[src/rtl/velocity_resolver.sv]
// Velocity responder: resolves speed/pitch/heading into Cartesian Q16.16 components
// using one synchronous two-port sine ROM and a single shared 32x32 multiplier.
module velocity_resolver #(
   parameter int unsigned DATA_WIDTH   = 32,
   parameter int unsigned ROUND_ANGLES = 1
) (
   input  logic                  clk,
   input  logic                  reset,
   input  logic                  request_velocities,
   output logic                  velocities_ready,
   output logic                  busy,
   input  logic [DATA_WIDTH-1:0] speed,
   input  logic [DATA_WIDTH-1:0] pitch,
   input  logic [DATA_WIDTH-1:0] heading,
   output logic [DATA_WIDTH-1:0] v_x,
   output logic [DATA_WIDTH-1:0] v_y,
   output logic [DATA_WIDTH-1:0] v_z
);

   typedef enum logic [2:0] {
      StIdle, StAddrP, StMulVy, StMulVh, StAddrH, StMulVx, StMulVz, StDone
   } state_e;

   state_e state_q, state_d;

   logic [DATA_WIDTH-1:0] speed_q;
   logic [8:0]            pitch_deg_q, heading_deg_q;
   logic [16:0]           sin_mag_q, cos_mag_q;
   logic                  sin_neg_q, cos_neg_q;
   logic [DATA_WIDTH-1:0] vy_q, vh_q, vx_q;
   logic [DATA_WIDTH-1:0] v_x_q, v_y_q, v_z_q;

   logic                  rom_en;
   logic [8:0]            rom_deg, cos_deg;
   logic [9:0]            sin_qd, cos_qd;
   logic [DATA_WIDTH-1:0] mul_a;
   logic [16:0]           mul_mag;
   logic                  mul_neg;
   logic [DATA_WIDTH-1:0] mul_res;

   // Q16.16 angle to integer degree in 0..359
   function automatic logic [8:0] quantise(input logic [31:0] a);
      logic signed [31:0] t;
      if (ROUND_ANGLES != 0) t = $signed(a + 32'h0000_8000) >>> 16;
      else                   t = $signed(a) >>> 16;
      if (t < 0)         t = t + 360;
      else if (t >= 360) t = t - 360;
      return t[8:0];
   endfunction

   // Fold 0..359 onto the 0..90 table; returns {negate, index}
   function automatic logic [9:0] quadrant(input logic [8:0] d);
      logic [9:0] r;
      if (d <= 9'd90)       r = {1'b0, d};
      else if (d <= 9'd180) r = {1'b0, 9'd180 - d};
      else if (d <= 9'd270) r = {1'b1, d - 9'd180};
      else                  r = {1'b1, 9'd360 - d};
      return r;
   endfunction

   function automatic logic [16:0] sin_lut(input logic [8:0] idx);
      logic [16:0] v;
      case (idx)
         9'd0: v = 17'd0;      9'd1: v = 17'd1144;   9'd2: v = 17'd2287;   9'd3: v = 17'd3430;
         9'd4: v = 17'd4572;   9'd5: v = 17'd5712;   9'd6: v = 17'd6850;   9'd7: v = 17'd7987;
         9'd8: v = 17'd9121;   9'd9: v = 17'd10252;  9'd10: v = 17'd11380; 9'd11: v = 17'd12505;
         9'd12: v = 17'd13626; 9'd13: v = 17'd14742; 9'd14: v = 17'd15855; 9'd15: v = 17'd16962;
         9'd16: v = 17'd18064; 9'd17: v = 17'd19161; 9'd18: v = 17'd20252; 9'd19: v = 17'd21336;
         9'd20: v = 17'd22415; 9'd21: v = 17'd23486; 9'd22: v = 17'd24550; 9'd23: v = 17'd25607;
         9'd24: v = 17'd26656; 9'd25: v = 17'd27697; 9'd26: v = 17'd28729; 9'd27: v = 17'd29753;
         9'd28: v = 17'd30767; 9'd29: v = 17'd31772; 9'd30: v = 17'd32768; 9'd31: v = 17'd33754;
         9'd32: v = 17'd34729; 9'd33: v = 17'd35693; 9'd34: v = 17'd36647; 9'd35: v = 17'd37590;
         9'd36: v = 17'd38521; 9'd37: v = 17'd39441; 9'd38: v = 17'd40348; 9'd39: v = 17'd41243;
         9'd40: v = 17'd42126; 9'd41: v = 17'd42995; 9'd42: v = 17'd43852; 9'd43: v = 17'd44695;
         9'd44: v = 17'd45525; 9'd45: v = 17'd46341; 9'd46: v = 17'd47143; 9'd47: v = 17'd47930;
         9'd48: v = 17'd48703; 9'd49: v = 17'd49461; 9'd50: v = 17'd50203; 9'd51: v = 17'd50931;
         9'd52: v = 17'd51643; 9'd53: v = 17'd52339; 9'd54: v = 17'd53020; 9'd55: v = 17'd53684;
         9'd56: v = 17'd54332; 9'd57: v = 17'd54963; 9'd58: v = 17'd55578; 9'd59: v = 17'd56175;
         9'd60: v = 17'd56756; 9'd61: v = 17'd57319; 9'd62: v = 17'd57865; 9'd63: v = 17'd58393;
         9'd64: v = 17'd58903; 9'd65: v = 17'd59396; 9'd66: v = 17'd59870; 9'd67: v = 17'd60326;
         9'd68: v = 17'd60764; 9'd69: v = 17'd61183; 9'd70: v = 17'd61584; 9'd71: v = 17'd61966;
         9'd72: v = 17'd62328; 9'd73: v = 17'd62672; 9'd74: v = 17'd62997; 9'd75: v = 17'd63303;
         9'd76: v = 17'd63589; 9'd77: v = 17'd63856; 9'd78: v = 17'd64104; 9'd79: v = 17'd64332;
         9'd80: v = 17'd64540; 9'd81: v = 17'd64729; 9'd82: v = 17'd64898; 9'd83: v = 17'd65048;
         9'd84: v = 17'd65177; 9'd85: v = 17'd65287; 9'd86: v = 17'd65376; 9'd87: v = 17'd65446;
         9'd88: v = 17'd65496; 9'd89: v = 17'd65526; 9'd90: v = 17'd65536;
         default: v = 17'd0;
      endcase
      return v;
   endfunction

   // Signed Q16.16 x unsigned table magnitude, sign applied to the full product
   function automatic logic [31:0] mul_q16(input logic [31:0] a, input logic [16:0] mag,
                                           input logic neg);
      logic signed [63:0] p;
      p = $signed({{32{a[31]}}, a}) * $signed({47'd0, mag});
      if (neg) p = -p;
      return p[47:16];
   endfunction

   always_ff @(posedge clk) begin
      if (reset) state_q <= StIdle;
      else       state_q <= state_d;
   end

   always_comb begin
      state_d = state_q;
      case (state_q)
         StIdle:  if (request_velocities) state_d = StAddrP;
         StAddrP: state_d = StMulVy;
         StMulVy: state_d = StMulVh;
         StMulVh: state_d = StAddrH;
         StAddrH: state_d = StMulVx;
         StMulVx: state_d = StMulVz;
         StMulVz: state_d = StDone;
         StDone:  state_d = StIdle;
         default: state_d = StIdle;
      endcase
   end

   assign busy             = (state_q != StIdle);
   assign velocities_ready = (state_q == StDone);

   always_comb begin
      rom_en  = 1'b0;
      rom_deg = heading_deg_q;
      if (state_q == StAddrP) begin
         rom_en  = 1'b1;
         rom_deg = pitch_deg_q;
      end else if (state_q == StAddrH) begin
         rom_en  = 1'b1;
      end
      cos_deg = (rom_deg >= 9'd270) ? rom_deg - 9'd270 : rom_deg + 9'd90;
      sin_qd  = quadrant(rom_deg);
      cos_qd  = quadrant(cos_deg);
   end

   always_comb begin
      mul_a   = vh_q;
      mul_mag = sin_mag_q;
      mul_neg = sin_neg_q;
      case (state_q)
         StMulVy: mul_a = speed_q;
         StMulVh: begin
            mul_a   = speed_q;
            mul_mag = cos_mag_q;
            mul_neg = cos_neg_q;
         end
         StMulVz: begin
            mul_mag = cos_mag_q;
            mul_neg = ~cos_neg_q;
         end
         default: ;
      endcase
      mul_res = mul_q16(mul_a, mul_mag, mul_neg);
   end

   always_ff @(posedge clk) begin
      if (reset) begin
         speed_q       <= '0;
         pitch_deg_q   <= '0;
         heading_deg_q <= '0;
         sin_mag_q     <= '0;
         cos_mag_q     <= '0;
         sin_neg_q     <= 1'b0;
         cos_neg_q     <= 1'b0;
         vy_q          <= '0;
         vh_q          <= '0;
         vx_q          <= '0;
         v_x_q         <= '0;
         v_y_q         <= '0;
         v_z_q         <= '0;
      end else begin
         if (state_q == StIdle && request_velocities) begin
            speed_q       <= speed;
            pitch_deg_q   <= quantise(pitch);
            heading_deg_q <= quantise(heading);
         end
         if (rom_en) begin
            sin_neg_q <= sin_qd[9];
            sin_mag_q <= sin_lut(sin_qd[8:0]);
            cos_neg_q <= cos_qd[9];
            cos_mag_q <= sin_lut(cos_qd[8:0]);
         end
         // All three outputs commit together on the edge entering StDone
         case (state_q)
            StMulVy: vy_q <= mul_res;
            StMulVh: vh_q <= mul_res;
            StMulVx: vx_q <= mul_res;
            StMulVz: begin
               v_x_q <= vx_q;
               v_y_q <= vy_q;
               v_z_q <= mul_res;
            end
            default: ;
         endcase
      end
   end

   assign v_x = v_x_q;
   assign v_y = v_y_q;
   assign v_z = v_z_q;

endmodule

[config.mk]
export PLATFORM = sky130hd
export DESIGN_NAME = velocity_resolver
export DESIGN_NICKNAME = d
export VERILOG_FILES = /design/src/rtl/velocity_resolver.sv
export SDC_FILE = /design/constraint.sdc
export NUM_CORES = 2
export LEC_CHECK = 0
export ABC_AREA = 1
export CORE_MARGIN = 2
export CORE_UTILIZATION = 54
export CTS_CLUSTER_SIZE = 30
export DETAILED_ROUTE_END_ITERATION = 10
export GPL_ROUTABILITY_DRIVEN = 0
export PLACE_DENSITY = 0.69
export RECOVER_POWER = 100
export SYNTH_ARGS = -nofsm -noshare
export SYNTH_HDL_FRONTEND = slang
export SYNTH_MEMORY_MAX_BITS = 65536
export SYNTH_SLANG_ARGS = --single-unit
[constraint.sdc]
create_clock -name clk -period 23.2 [get_ports clk]
set_input_delay 4.64 -clock clk [delete_from_list [all_inputs] [get_ports clk]]
set_output_delay 4.64 -clock clk [all_outputs]
set_load 0.03 [all_outputs]
==> key figures <==
Outcome
  – Status: finished, violations left
  – Violations in the final reports: capacitance limit, slew limit

Worst setup path
  – WP data required: 23.62 ns
  – Peak fanout along the critical path: 63
  – Slowest stage cell, crit path: sky130_fd_sc_hd__clkbuf_1
  – Minimum setup slack among reg-to-reg paths: 8.70 ns
  – Type of the worst setup path: register to register
  – Register-to-Register Path Depth: 32
  – CP endpoint kind: register
  – Critical path's most frequent cell: sky130_fd_sc_hd__fa_1
  – Critical Path AT: 14.92 ns
  – Beginning of the worst register-to-register path: state_q[1]$_SDFFE_PP0P_
  – Reg2reg end: vx_q[16]$_SDFFE_PP0P_
  – Setup crit start kind: register
  – Maximum cell stage delay along the critical path: 1.95 ns

Place
  – Count of buffers from port buffering: 166
  – DP Wirelength: 89190 um

Timing
  – Worst Max-Slew Pin Slew: 4.303 ns
  – Worst-case headroom to the max-slew limit: -186.8%
  – Final period utilization: 62.50%
  – Hold Violations, Final: 0
  – Setup repair after global routing missed its margin: false
  – Max Clock Skew: 0.01711 ns
  – Total count of max-transition violations in the final report: 304
  – Final critical delay including setup and external delays: 14.50 ns
  – Maximum frequency from static timing analysis: 68.97 MHz
  – Accumulated negative setup slack: 0 ns
  – Setup violations, final: 0

Clocking
  – Setup Buffers After CTS: 0
  – Reg clk slew, reported paths: 0.06 ns
  – Htree depth: 1
  – Post-cts hold buffer count: 0
  – Clock tree sinks: 281
  – PostCTS Resize Cnt: 0
  – Buffer type at the clock tree root: sky130_fd_sc_hd__clkbuf_16
  – Clock insertion delay at the later pin of the skew report: 0.59 ns
  – Clock Path Buffers: 3
  – Cts bufs inserted: 30
  – CTS tree: built

Logic synthesis
  – Share of flip-flops with an asynchronous set or reset: 0%
  – Top FF cell, synth: sky130_fd_sc_hd__dfxtp_1
  – Distinct cells, synth: 53
  – Number of synthesis warnings: 0
  – Number of enable-type register cells in the synthesized netlist: 0
  – Number of nets produced by synthesis: 6022
  – Mean area per synthesized cell: 7.032 sq um
  – Synth Instances: 5246
  – Area share of the largest cell type after synthesis: 27.73%
  – Post-synthesis sequential element count: 281
  – Register area share after synthesis: 15.25%
  – Cell area after synthesis: 36890 sq um
  – Leading post-synthesis cells by cell area: sky130_fd_sc_hd__fa_1, sky130_fd_sc_hd__dfxtp_1, sky130_fd_sc_hd__nand2_1
  – Cell taking the most area after synthesis: sky130_fd_sc_hd__fa_1

Routing
  – Length of the first detailed-routing pass in iterations: 8
  – Post-detailed-route wirelength per cell: 18.77 um
  – Final routed DRC violation total: 0
  – Detailed-route wire length on metal 1: 47330 um
  – Violation count after the first detailed-routing iteration: 3744
  – Overall routed net length: 116500 um
  – DR WL met3: 11610 um
  – ANT nets after route: 0
  – Length of routed met2 wiring: 51830 um
  – Highest Signal Layer: met5
  – Via count: 34.47k
  – Routed vias/inst: 5.556

Worst hold path
  – Cell depth of the worst hold path: 2
  – Startpoint of the worst hold path: vx_q[7]$_SDFFE_PP0P_
  – Destination of the worst hold path: v_x[7]$_SDFFE_PP0P_
  – Min-delay worst type: register to register

Die
  – Placeable Area: 67400 sq um
  – Die Height: 265.4 um
  – Boundary Pins: 197
  – Chip Width: 265.4 um
  – Initial cell density of the core: 54.73%
  – Row count: 95
  – Area enclosed by the die boundary: 70420 sq um

Power and ir drop
  – LEAKAGE: 19.91 nW
  – Final total power: 3.365 mW
  – Pwr per Cell Area: 83.52 nW/um^2
  – Peak supply drop: 0.1209 mV

Global route
  – Largest net degree at the start of global routing: 96
  – Total global routing overflow: 0
  – Initial antenna violation count: 5
  – Wire length of the first global-routing pass: 185900 um
  – Via count of the first global-routing pass: 33.70k
  – GR Util All Layers: 33.50%

Layout
  – Synthesis-to-layout area growth: 9.209%
  – Post-layout nets: 6083
  – Fill cell count: 6464
  – Share of cells above drive strength 1: 4.128%

Flow run
  – Maxcap violations: 4
-- kinds of logic (layout without fill, tap and decap cells) --
logic type | after synthesis | after routing | share of synthesized area [%]
and+or+nand+nor | 2152 | 2152 | 24.19
buffers and inverters | 1275 | 1359 | 13.33
other | 0 | 1 | 0
xor gates and xnor gates | 111 | 111 | 2.676
DFF | 281 | 281 | 15.25
adders and majority gates | 677 | 677 | 33.36
AOI/OAI and AO/OA | 750 | 750 | 11.19
-- worst max-delay path by stage --
stage | from | end | slack, ns
after floorplan | state_q[1]$_SDFFE_PP0P_ | vh_q[23]$_SDFFE_PP0N_ | 15.13
after global placement | state_q[1]$_SDFFE_PP0P_ | vh_q[23]$_SDFFE_PP0N_ | 12.42
after detailed placement | state_q[1]$_SDFFE_PP0P_ | vh_q[23]$_SDFFE_PP0N_ | 12.35
after CTS | state_q[1]$_SDFFE_PP0P_ | vh_q[23]$_SDFFE_PP0N_ | 12.30
after global routing | state_q[1]$_SDFFE_PP0P_ | vh_q[23]$_SDFFE_PP0N_ | 7.72
final | state_q[1]$_SDFFE_PP0P_ | vx_q[16]$_SDFFE_PP0P_ | 8.70
-- worst max-delay path, delay by kind of cell, from the launching register on --
family                   cells  cell delay (ns)
XOR/XNOR                     2             1.38
AND/OR/NAND/NOR              9             2.11
buffers and inverters        6             4.64
flip-flops                   1             0.52
AO/OA/AOI/OAI                8             2.52
adder cells (fa/ha/maj)      7             3.10
-- cell usage in the layout (no fill, tap or decap), types with 9 or more instances in the layout --
cell                              netlist  routed
sky130_fd_sc_hd__a21oi_1              310     310
sky130_fd_sc_hd__a31oi_1               14      14
sky130_fd_sc_hd__buf_4                  7      64
sky130_fd_sc_hd__clkbuf_1             158      15
sky130_fd_sc_hd__clkbuf_16              0      30
sky130_fd_sc_hd__clkdlybuf4s50_1        0      67
sky130_fd_sc_hd__clkinv_1               9       9
sky130_fd_sc_hd__dfxtp_1              281     281
sky130_fd_sc_hd__dlygate4sd3_1          0      98
sky130_fd_sc_hd__fa_1                 511     511
sky130_fd_sc_hd__ha_1                 166     166
sky130_fd_sc_hd__inv_1               1030    1029
sky130_fd_sc_hd__inv_2                 29      28
sky130_fd_sc_hd__nand2_1             1204    1204
sky130_fd_sc_hd__nand2_2               29      29
sky130_fd_sc_hd__nand3_1              304     303
sky130_fd_sc_hd__nand3_2                9       9
sky130_fd_sc_hd__nand3b_1               9       9
sky130_fd_sc_hd__nand4_1               31      31
sky130_fd_sc_hd__nor2_1               504     506
sky130_fd_sc_hd__nor3_1                19      19
sky130_fd_sc_hd__nor4_1                10      10
sky130_fd_sc_hd__o211ai_1              23      23
sky130_fd_sc_hd__o21a_1                26      26
sky130_fd_sc_hd__o21ai_0              235     240
sky130_fd_sc_hd__o21ai_1               57      47
sky130_fd_sc_hd__o21ai_2                5      10
sky130_fd_sc_hd__o21bai_1              45      45
sky130_fd_sc_hd__xnor2_1               39      39
sky130_fd_sc_hd__xor2_1                70      71
-- synthesized netlist by cell type, types with 26 or more instances --
| cell | instances |
|---|---|
| sky130_fd_sc_hd__a21oi_1 | 310 |
| sky130_fd_sc_hd__clkbuf_1 | 158 |
| sky130_fd_sc_hd__dfxtp_1 | 281 |
| sky130_fd_sc_hd__fa_1 | 511 |
| sky130_fd_sc_hd__ha_1 | 166 |
| sky130_fd_sc_hd__inv_1 | 1030 |
| sky130_fd_sc_hd__inv_2 | 29 |
| sky130_fd_sc_hd__nand2_1 | 1204 |
| sky130_fd_sc_hd__nand2_2 | 29 |
| sky130_fd_sc_hd__nand3_1 | 304 |
| sky130_fd_sc_hd__nand4_1 | 31 |
| sky130_fd_sc_hd__nor2_1 | 504 |
| sky130_fd_sc_hd__o21a_1 | 26 |
| sky130_fd_sc_hd__o21ai_0 | 235 |
| sky130_fd_sc_hd__o21ai_1 | 57 |
| sky130_fd_sc_hd__o21bai_1 | 45 |
| sky130_fd_sc_hd__xnor2_1 | 39 |
| sky130_fd_sc_hd__xor2_1 | 70 |
-- routing by layer --
metal  vias to the layer above  track usage [%]
li1                      16110                -
met1                     16360            45.72
met2                      1638            53.24
met3                       357            5.647
met4                         8            13.18
met5                         -                0
-- through the flow --
step	hold WS (ns)	util (%)	setup slack, ns	area, sq um	instances
detailed placement	0.4486	58.31	12.35	39300	6148
finish	0.4601	59.78	8.700	40290	6204
global placement	0.4457	58.31	12.42	39300	6148
CTS	0.4588	59.84	12.30	40330	6203
floorplan	0.4298	-	15.13	36890	5246
global route	0.4709	59.77	7.722	40280	6203
-- power breakdown --
group	internal, mW	switching [mW]	total (mW)
Sequential	0.520	0.0212	0.541
Clock	0.294	0.211	0.505
Combinational	0.631	1.69	2.32
-- flip-flops by register name, summed over array words and instances, names as in the netlist --
name and flops:
v_x 32, vh_q 32, sin_mag_q 17, v_y 32, cos_neg_q 1, v_z 32, vy_q 32, vx_q 32
heading_deg_q 9, sin_neg_q 1, state_q 3, speed_q 32, pitch_deg_q 9, cos_mag_q 17
-- area by class of cell --
cell class                 count  area [sq um]  share of cell area (%)
inverter                    1069          4018                   9.973
timing repair buffer         235          2155                   5.348
tap                          873          1092                   2.711
clock buffer                  45         867.1                   2.152
antenna                        1         2.502                0.006212
clock inverter                10         167.7                  0.4162
multi-input combinational   3690         26360                   65.43
sequential                   281          5625                   13.96
No activity file was read; power rests on OpenSTA's default activity.
